`config.mk`:
```
export PLATFORM = sky130hd
export DESIGN_NAME = rtype_sequencer_flat
export DESIGN_NICKNAME = d
export VERILOG_FILES = /design/src/rtl/rtype_sequencer_pkg.sv /design/src/rtl/rtype_sequencer_if.sv /design/src/rtl/rtype_sequencer_alu_funct_decoder.sv /design/src/rtl/rtype_sequencer.sv /design/src/flat_wrapper.sv
export SDC_FILE = /design/constraint.sdc
export NUM_CORES = 1
export LEC_CHECK = 0
export BUFFER_PORTS_ARGS = -buffer_cell sky130_fd_sc_hd__buf_2
export CORE_MARGIN = 2
export CORE_UTILIZATION = 55
export CTS_CLUSTER_DIAMETER = 120
export DETAILED_ROUTE_END_ITERATION = 8
export GPL_ROUTABILITY_DRIVEN = 1
export PLACE_DENSITY_LB_ADDON = 0.08
export SYNTH_ARGS = -nofsm -noshare
export SYNTH_HDL_FRONTEND = slang
export SYNTH_SLANG_ARGS = --single-unit
```
`constraint.sdc`:
```
create_clock -name clk -period 3.7 [get_ports clk]
set_clock_uncertainty 0.2 [all_clocks]
set_input_delay 0.37 -clock clk [delete_from_list [all_inputs] [get_ports clk]]
set_output_delay 0.37 -clock clk [all_outputs]
set_load 0.01 [all_outputs]
```
`src/rtl/rtype_sequencer_pkg.sv`:
```
// Shared types and constants for the R-type sequencer and its decoder.
package rtype_sequencer_pkg;

  typedef enum logic [2:0] {
    S_IDLE      = 3'd0,
    S_FETCH     = 3'd1,
    S_DECODE    = 3'd2,
    S_EXECUTE   = 3'd3,
    S_WRITEBACK = 3'd4,
    S_FAULT     = 3'd5
  } state_e;

  localparam logic [5:0] R_TYPE    = 6'b000000;

  localparam logic [5:0] FUNCT_ADD = 6'b100000;
  localparam logic [5:0] FUNCT_SUB = 6'b100010;
  localparam logic [5:0] FUNCT_AND = 6'b100100;
  localparam logic [5:0] FUNCT_OR  = 6'b100101;
  localparam logic [5:0] FUNCT_SLT = 6'b101010;

  localparam logic [2:0] ALUOP_AND = 3'b000;
  localparam logic [2:0] ALUOP_OR  = 3'b001;
  localparam logic [2:0] ALUOP_ADD = 3'b010;
  localparam logic [2:0] ALUOP_SUB = 3'b110;
  localparam logic [2:0] ALUOP_SLT = 3'b111;

  typedef enum logic [1:0] {
    FC_NONE    = 2'b00,
    FC_OPCODE  = 2'b01,
    FC_FUNCT   = 2'b10,
    FC_TIMEOUT = 2'b11
  } fault_code_e;

  // Datapath control bundle, registered as one unit.
  typedef struct packed {
    logic       reg_dst;
    logic       mem_to_reg;
    logic       alu_src;
    logic       reg_write;
    logic [2:0] alu_op;
  } ctrl_t;

  function automatic logic [5:0] opcode_of(input logic [31:0] w);
    return w[31:26];
  endfunction

  function automatic logic [5:0] funct_of(input logic [31:0] w);
    return w[5:0];
  endfunction

endpackage

```
`src/rtl/rtype_sequencer_if.sv`:
```
// Instruction-memory fetch handshake between the sequencer and imem.
interface rtype_sequencer_if #(
  parameter int ADDR_W = 32
);
  logic              imem_req;
  logic [ADDR_W-1:0] imem_addr;
  logic              imem_ack;
  logic [31:0]       imem_rdata;

  modport master (output imem_req, imem_addr, input  imem_ack, imem_rdata);
  modport slave  (input  imem_req, imem_addr, output imem_ack, imem_rdata);
endinterface

```
`src/rtl/rtype_sequencer_alu_funct_decoder.sv`:
```
// R-type funct field to ALU operation; legal=0 for any unsupported funct.
module alu_funct_decoder
  import rtype_sequencer_pkg::*;
(
  input  logic [5:0] funct,
  output logic [2:0] alu_op,
  output logic       legal
);

  // Table lookup; illegal functs return ALUOP 000.
  always_comb begin
    alu_op = ALUOP_AND;
    legal  = 1'b1;
    case (funct)
      FUNCT_ADD: alu_op = ALUOP_ADD;
      FUNCT_SUB: alu_op = ALUOP_SUB;
      FUNCT_AND: alu_op = ALUOP_AND;
      FUNCT_OR:  alu_op = ALUOP_OR;
      FUNCT_SLT: alu_op = ALUOP_SLT;
      default:   legal  = 1'b0;
    endcase
  end

endmodule

```
`src/rtl/rtype_sequencer.sv`:
```
// Multi-cycle R-type sequencer: fetch over req/ack, decode, execute,
// write back. Owns PC, IR, fetch wait counter and retired counter.
// All outputs are flops loaded from the next-state decode (Moore).
module rtype_sequencer
  import rtype_sequencer_pkg::*;
#(
  parameter int              ADDR_W   = 32,
  parameter logic [ADDR_W-1:0] RESET_PC = '0,
  parameter int              TIMEOUT  = 16,
  parameter int              CNT_W    = 16
) (
  input  logic               clk,
  input  logic               rst_n,
  input  logic               start,
  input  logic               stop,
  rtype_sequencer_if.master  imem,
  output logic [31:0]        instr,
  output logic               RegDst,
  output logic               MemToReg,
  output logic               ALUsrc,
  output logic               RegWrite,
  output logic [2:0]         ALUOP,
  output logic               busy,
  output logic               fault,
  output logic [1:0]         fault_code,
  output logic [CNT_W-1:0]   retired
);

  localparam int                WCNT_W = $clog2(TIMEOUT + 1);
  localparam logic [WCNT_W-1:0] TMO    = WCNT_W'(TIMEOUT);

  state_e            state_q, state_d;
  logic [ADDR_W-1:0] pc_q, pc_d;
  logic [31:0]       ir_q, ir_d;
  logic [WCNT_W-1:0] wcnt_q, wcnt_d, wcnt_inc;
  logic [CNT_W-1:0]  ret_q, ret_d;
  logic              stop_seen_q, stop_seen_d;
  fault_code_e       fc_q, fc_d;
  ctrl_t             ctrl_q, ctrl_d;
  logic              req_q, req_d;
  logic              busy_q, busy_d;

  logic [2:0]        dec_op;
  logic              dec_legal;

  alu_funct_decoder u_dec (
    .funct  (funct_of(ir_q)),
    .alu_op (dec_op),
    .legal  (dec_legal)
  );

  assign wcnt_inc = wcnt_q + WCNT_W'(1);

  // Next-state, datapath registers and registered-output decode.
  always_comb begin
    state_d     = state_q;
    pc_d        = pc_q;
    ir_d        = ir_q;
    wcnt_d      = wcnt_q;
    ret_d       = ret_q;
    stop_seen_d = stop_seen_q;
    fc_d        = fc_q;

    case (state_q)
      S_IDLE: begin
        if (start) begin
          state_d     = S_FETCH;
          wcnt_d      = '0;
          // start+stop together: run exactly one instruction
          stop_seen_d = stop;
        end
      end
      S_FETCH: begin
        if (stop) stop_seen_d = 1'b1;
        if (imem.imem_ack) begin
          ir_d    = imem.imem_rdata;
          state_d = S_DECODE;
        end else begin
          wcnt_d = wcnt_inc;
          if (wcnt_inc == TMO) begin
            state_d = S_FAULT;
            fc_d    = FC_TIMEOUT;
          end
        end
      end
      S_DECODE: begin
        if (stop) stop_seen_d = 1'b1;
        if (opcode_of(ir_q) != R_TYPE) begin
          state_d = S_FAULT;
          fc_d    = FC_OPCODE;
        end else if (!dec_legal) begin
          state_d = S_FAULT;
          fc_d    = FC_FUNCT;
        end else begin
          state_d = S_EXECUTE;
        end
      end
      S_EXECUTE: begin
        if (stop) stop_seen_d = 1'b1;
        state_d = S_WRITEBACK;
      end
      S_WRITEBACK: begin
        pc_d  = pc_q + ADDR_W'(4);
        ret_d = ret_q + CNT_W'(1);
        if (stop_seen_q || stop) begin
          state_d = S_IDLE;
        end else begin
          state_d     = S_FETCH;
          wcnt_d      = '0;
          stop_seen_d = 1'b0;
        end
      end
      S_FAULT: state_d = S_FAULT;
      default: state_d = S_IDLE;
    endcase

    req_d  = (state_d == S_FETCH);
    busy_d = (state_d == S_FETCH) || (state_d == S_DECODE) ||
             (state_d == S_EXECUTE) || (state_d == S_WRITEBACK);

    ctrl_d = '0;
    if (state_d == S_EXECUTE || state_d == S_WRITEBACK) begin
      ctrl_d.reg_dst   = 1'b1;
      ctrl_d.alu_op    = dec_op;
      ctrl_d.reg_write = (state_d == S_WRITEBACK);
    end
  end

  // State and output registers; async reset aborts any cycle in flight.
  always_ff @(posedge clk or negedge rst_n) begin
    if (!rst_n) begin
      state_q     <= S_IDLE;
      pc_q        <= RESET_PC;
      ir_q        <= '0;
      wcnt_q      <= '0;
      ret_q       <= '0;
      stop_seen_q <= 1'b0;
      fc_q        <= FC_NONE;
      ctrl_q      <= '0;
      req_q       <= 1'b0;
      busy_q      <= 1'b0;
    end else begin
      state_q     <= state_d;
      pc_q        <= pc_d;
      ir_q        <= ir_d;
      wcnt_q      <= wcnt_d;
      ret_q       <= ret_d;
      stop_seen_q <= stop_seen_d;
      fc_q        <= fc_d;
      ctrl_q      <= ctrl_d;
      req_q       <= req_d;
      busy_q      <= busy_d;
    end
  end

  assign imem.imem_req  = req_q;
  assign imem.imem_addr = pc_q;
  assign instr          = ir_q;
  assign RegDst         = ctrl_q.reg_dst;
  assign MemToReg       = ctrl_q.mem_to_reg;
  assign ALUsrc         = ctrl_q.alu_src;
  assign RegWrite       = ctrl_q.reg_write;
  assign ALUOP          = ctrl_q.alu_op;
  assign busy           = busy_q;
  assign fault          = (fc_q != FC_NONE);
  assign fault_code     = fc_q;
  assign retired        = ret_q;

endmodule

```
`src/flat_wrapper.sv`:
```
// flat-port wrapper written by rule: the top's interface ports become plain ports
module rtype_sequencer_flat import rtype_sequencer_pkg::*;
#(
  parameter int              ADDR_W   = 32,
  parameter logic [ADDR_W-1:0] RESET_PC = '0,
  parameter int              TIMEOUT  = 16,
  parameter int              CNT_W    = 16
)
  (clk, rst_n, start, stop, instr, RegDst, MemToReg, ALUsrc, RegWrite, ALUOP, busy, fault, fault_code, retired, imem_imem_req, imem_imem_addr, imem_imem_ack, imem_imem_rdata);
  rtype_sequencer_if #(.ADDR_W(ADDR_W)) imem_i ();
  input  logic clk;
  input  logic rst_n;
  input  logic start;
  input  logic stop;
  output logic [31:0] instr;
  output logic RegDst;
  output logic MemToReg;
  output logic ALUsrc;
  output logic RegWrite;
  output logic [2:0] ALUOP;
  output logic busy;
  output logic fault;
  output logic [1:0] fault_code;
  output logic [CNT_W-1:0] retired;
  output wire logic [$bits(imem_i.imem_req)-1:0] imem_imem_req;
  output wire logic [$bits(imem_i.imem_addr)-1:0] imem_imem_addr;
  input wire logic [$bits(imem_i.imem_ack)-1:0] imem_imem_ack;
  input wire logic [$bits(imem_i.imem_rdata)-1:0] imem_imem_rdata;
  assign imem_imem_req = imem_i.imem_req;
  assign imem_imem_addr = imem_i.imem_addr;
  assign imem_i.imem_ack = imem_imem_ack;
  assign imem_i.imem_rdata = imem_imem_rdata;
  rtype_sequencer #(.ADDR_W(ADDR_W), .RESET_PC(RESET_PC), .TIMEOUT(TIMEOUT), .CNT_W(CNT_W)) u_core (.clk(clk), .rst_n(rst_n), .start(start), .stop(stop), .imem(imem_i), .instr(instr), .RegDst(RegDst), .MemToReg(MemToReg), .ALUsrc(ALUsrc), .RegWrite(RegWrite), .ALUOP(ALUOP), .busy(busy), .fault(fault), .fault_code(fault_code), .retired(retired));
endmodule
```
# --- Word level (Yosys, flattened, before mapping) ---
# Cells that the tools add are included.
totals:
  romBits: 0
  in_bits: 37
  latch_bits: 0
  output_inout_bits: 92
  register_bits: 98
  mem_count: 0
  word_cells: 77
  mem_bits_rw: 0
classes:
  multipliers: 0
  shifts: 0
  n_bitwise: 0
  eq_ne: 21
  div: 0
  n_lt_le_gt_ge: 0
  reduce_logical: 17
  muxes: 24
  addsub: 3
op_table:
  columns: ["op", "n"]
  rows:
  - ["adder 32 x 3 -> 32 bit, second input constant", 1]
  - ["equality test 6 bit, second input constant", 5]
  - ["one-hot mux 3 bit (6 select lines)", 1]
  - ["adder 16 x 1 -> 16 bit, second input constant", 1]
  - ["2-to-1 mux 3 bit", 5]
  - ["2-to-1 mux 5 bit", 3]
  - ["one-hot mux 5 bit (3 select lines)", 1]
  - ["equality test 3 x 2 -> 1 bit, second input constant", 4]
  - ["one-hot mux 3 bit (4 select lines)", 1]
  - ["AND reduction 4 bit", 3]
  - ["equality test 3 bit, second input constant", 3]
  - ["2-to-1 mux 2 bit", 4]
  - ["equality test 3 x 1 -> 1 bit, second input constant", 2]
  - ["2-to-1 mux 1 bit", 6]
  - ["!= test 2 bit, second input constant", 3]
  - ["nonzero test 3 bit", 2]
  - ["nonzero test 6 bit", 1]
  - ["adder 5 x 1 -> 5 bit, second input constant", 1]
  - ["equality test 5 bit, second input constant", 1]
  - ["logical OR 1 bit", 5]
  - ["OR reduction 5 bit", 1]
  - ["2-to-1 mux 4 bit", 1]
  - ["!= test 2 x 1 -> 1 bit, second input constant", 2]
  - ["one-hot mux 2 bit (2 select lines)", 1]
  - ["6 further kinds", 7]

# --- Longest topological paths before layout ---
depth:
  ltp_word: 10
  depth_mapped: 6
  ltp_nobuf: 5

# --- Modules after synthesis ---
# A second synthesis with hierarchy kept.
unflattened:
  hier_cells: 345
  area_unflattened_um2: 4260.3
modules_own_cells:
  columns: ["mod", "seq_area_each_um2", "area_each_um2", "instances", "cells_per_inst"]
  rows:
  - ["rtype_sequencer", 2402.3, 4189.0, 1, 336]
  - ["alu_funct_decoder", 0.0, 71.3, 1, 9]

# --- Least setup slack after synthesis ---
# No wires, ideal clock.
synth_timing:
  kind: "reg2reg"
  start: "register u_core.ir_q[29] (netlist: u_core.instr[29])"
  end: "register u_core.req_q (netlist: u_core.imem.imem_req)"
  path_stages_with_launch: 6
  synth_period_minus_slack_ns: 2.003
  slack_ns: 1.697
  required_time_ns: 3.420
  path_buffers: 0
  setup_ns: 0.080
  t_arrival_ns: 1.723
  cell_sequence: "dfrtp_1 or4_1 nor3_2 nor3_1 or3b_4 nor3b_2"
synth_via:
  elab_chain_cells: 4
synth_rtl:
  columns: ["element", "line_no", "text"]
  rows:
  - ["start, declared", "rtype_sequencer.sv:34", "logic [31:0] ir_q, ir_d;"]
  - ["start signal, assigned", "rtype_sequencer.sv:145", "ir_q <= ir_d;"]
  - ["nonzero test 6 bit", "rtype_sequencer.sv:88", "if (opcode_of(ir_q) != R_TYPE) begin"]
  - ["2-to-1 mux 3 bit", "rtype_sequencer.sv:88", null]
  - ["one-hot mux 3 bit (6 select lines)", "rtype_sequencer.sv:64", "case (state_q)"]
  - ["net u_core.state_d[2]", "rtype_sequencer.sv:32", "state_e state_q, state_d;"]
  - ["equality test 3 x 1 -> 1 bit", "rtype_sequencer.sv:117", "req_d = (state_d == S_FETCH);"]
  - ["net u_core.req_d", "rtype_sequencer.sv:40", "logic req_q, req_d;"]
  - ["end signal, assigned", "rtype_sequencer.sv:151", "req_q <= req_d;"]
  - ["end, declared", "rtype_sequencer.sv:40", null]
# The timed path passes the listed nets, and every way through them passes these cells.
# A chain may end at the register's enable or synchronous reset.

# --- Worst setup path after layout ---
layout_timing:
  start: "register u_core.state_q[0]"
  end: "register u_core.ir_q[4] (netlist: u_core.instr[4])"
layout_via:
  elab_chain_cells: 2
layout_rtl:
  columns: ["element", "line_no", "text"]
  rows:
  - ["start, declared", "rtype_sequencer.sv:32", null]
  - ["start signal, assigned", "rtype_sequencer.sv:143", "state_q <= state_d;"]
  - ["equality test 3 x 1 -> 1 bit", "rtype_sequencer.sv:64", null]
  - ["AND reduction 2 bit (no line)", null, null]
# No other way between the ends.

==> results.sh <==
export IMPL_leakage_uw=0.00255
export IMPL_grt_first_pass_wirelength_um=13500
export IMPL_cts_path_max_buffers=2
export IMPL_arrival_ns=2.55
export IMPL_fill_cells=572
export IMPL_drt_pass1_iterations=4
export IMPL_yosys_most_used_dff="dfrtp_1"
export IMPL_synth_top_area_share_pct=57.9
export IMPL_vias=2923
export IMPL_vdd_drop_max_v=0.000456
export IMPL_rows=31
export IMPL_design_area_um2=5110
export IMPL_synth_avg_cell_area_um2=12.5
export IMPL_clockRootBuffer="clkbuf_8"
export IMPL_drc_errors=0
export IMPL_core_region_area_um2=7290
export IMPL_placed_area_um2=4870
export IMPL_status="complete, no violations"
export IMPL_synth_async_reset_ratio_pct=100
export IMPL_synth_cells=332
export IMPL_cts_htree_levels=3
export IMPL_maxSlewViolCount=0
export IMPL_rsz0062_at_grt="no"
export IMPL_grt_overflow_total=0
export IMPL_cts_resized=0
export IMPL_crit_path_start="u_core.state_q[0]"
export IMPL_setup_viol=0
export IMPL_areaGrowthSynthToFinish_pct=23.1
export IMPL_antenna_found_initial=0
export IMPL_die_w_um=90.9
export IMPL_slew_headroom_pct=47.5
export IMPL_worst_slew_pin_slew_ns=0.775
export IMPL_synth_edf_count=0
export IMPL_synth_common_cells="dfrtp_1 (96), mux2_2 (34), xnor2_1 (34)"
export IMPL_synth_area_leaders="dfrtp_1 (58%), mux2_2 (9.2%), xnor2_1 (7.2%)"
export IMPL_crit_fanout=21
export IMPL_p_per_area_nw_per_um2=679
export IMPL_post_cts_buffers=0
export IMPL_hold_viol_final=0
export IMPL_dieArea_um2=8260
export IMPL_insertion_delay_ns=0.34
export IMPL_die_h_um=90.9
export IMPL_cts_buffers_inserted=9
export IMPL_wire_per_inst_um=14.3
export IMPL_final_nets=502
export IMPL_grt_total_usage_pct=20.4
export IMPL_cts_sinks=96
export IMPL_dr_first_iter_drc_count=54
export IMPL_synth_most_common_cell="dfrtp_1"
export IMPL_fin_crit_sh_pct=68.2
export IMPL_grt_pass1_vias=2898
export IMPL_rr_startpoint="u_core.state_q[0]"
export IMPL_multi_input_area_um2=1660
export IMPL_end_kind="register"
export IMPL_start_kind="register"
export IMPL_min_period_ns=2.52
export IMPL_yosysTopAreaCell="dfrtp_1"
export IMPL_io_buffer_count=124
export IMPL_synth_cell_types=46
export IMPL_dp_hpwl_um=6010
export IMPL_synth_seq_area_share_pct=57.9
export IMPL_cp_required_ns=3.72
export IMPL_via_per_inst=5.17
export IMPL_crit_type="reg2reg"
export IMPL_grt_max_degree=50
export IMPL_clk_pin_slew_ns=0.09
export IMPL_max_freq_mhz=396
export IMPL_yosys_register_bits=96
export IMPL_finalSetupTns_ns=0
export IMPL_drive_gt1_share_pct=39.9
export IMPL_holdCritStartpoint="imem_imem_rdata[22]"
export IMPL_place_gp_congestion=0.804
export IMPL_synth_area_um2=4150
export IMPL_io_pins=129
export IMPL_cts_hold_buf=1
export IMPL_drv_cap=0
export IMPL_seqCellArea_um2=2400
export IMPL_tritoncts="yes"
export IMPL_start_util_pct=56.9
export IMPL_min_path_type="in2reg"
export IMPL_postRouteAntennaNets=0
export IMPL_yosys_warnings=0
export IMPL_wirelength_um=8090
export IMPL_antenna_cells=0
export IMPL_holdWs_ns=0.0490
[registers in the layout (all words and copies together), names as in the netlist]
register and count:
u_core.instr 32, u_core.imem.imem_addr 30, u_core.retired 16, u_core.wcnt_q 5
u_core.ALUOP 3, u_core.state_q 3, u_core.fault_code 2, u_core.RegDst 1
u_core.RegWrite 1, u_core.busy 1, u_core.imem.imem_req 1, u_core.stop_seen_q 1
[worst paths after layout]
kind,end,cells past startpoint,slack [ns]
worst max-delay path,u_core.instr[4],4,1.18
worst min register to register,u_core.retired[15],1,0.27
worst max register to register,u_core.instr[4],4,1.18
worst min-delay path,u_core.instr[22],2,0.05
min in group asynchronous,u_core.imem.imem_addr[13],2,0.37
max in group asynchronous,u_core.instr[6],3,2.15
[kinds of logic (layout without fill, tap and decap cells)]
logic type,Yosys count,in the layout,share of synthesized area [%]
flops,96,96,57.9
other cells,1,4,0.0904
compound gates,26,26,4.58
buf+inv,18,149,2.41
fa+ha+maj,3,3,0.905
simple gates,108,108,15.2
xor+xnor,46,46,9.71
mux,34,34,9.23
[critical path: stages, from the launching register on]
cell and delay (ns):
dfrtp_1 0.63, nor3b_1 0.39, and2_1 0.59, buf_12 0.25, mux2_2 0.34
[power breakdown]
group	internal (µW)	leakage, µW	switching (µW)
logic	569	0.00120	537
clock network	417	0.000112	350
registers	1340	0.00124	256
[placed cells by master (no fill, tap or decap), types with 6 or more instances in the layout]
cell type and n:
xor2_1 12, xnor2_1 34, nor2_1 12, buf_2 123, dfrtp_1 96, clkbuf_8 11
nor3_1 6, mux2_2 34, nand3_1 21, and3_1 7, nand4_1 8, nand2b_1 6
o21ai_0 8, nand2_1 21
[stage by stage]
stage	utilization (%)	instances	total power (µW)	worst slack, ns
after floorplan	-	335	2290	1.70
after global placement	66.8	549	2690	1.23
after detailed placement	66.8	549	2730	1.17
after CTS	70.0	565	3500	1.17
after global routing	70.0	565	3690	0.966
final	70.0	565	3470	1.18
[per-layer routing]
metal	track usage, %	vias to the layer above	part of all wire [%]
li1	-	1407	-
met1	26.7	1425	44
met2	33.6	84	49
met3	5.18	7	6.1
met4	6.31	0	0.89
met5	0	-	0
[area by class of cell]
cell class              count  share of cell area (%)
multi-input cells         221                    32.5
inverters                   5                   0.367
clock buffers              11                    2.96
repair buffers            129                    13.2
well taps                  99                    2.43
clock inverters             4                    1.49
flip-flops and latches     96                    47.0
Note: power is estimated with default switching activity, not from simulation.
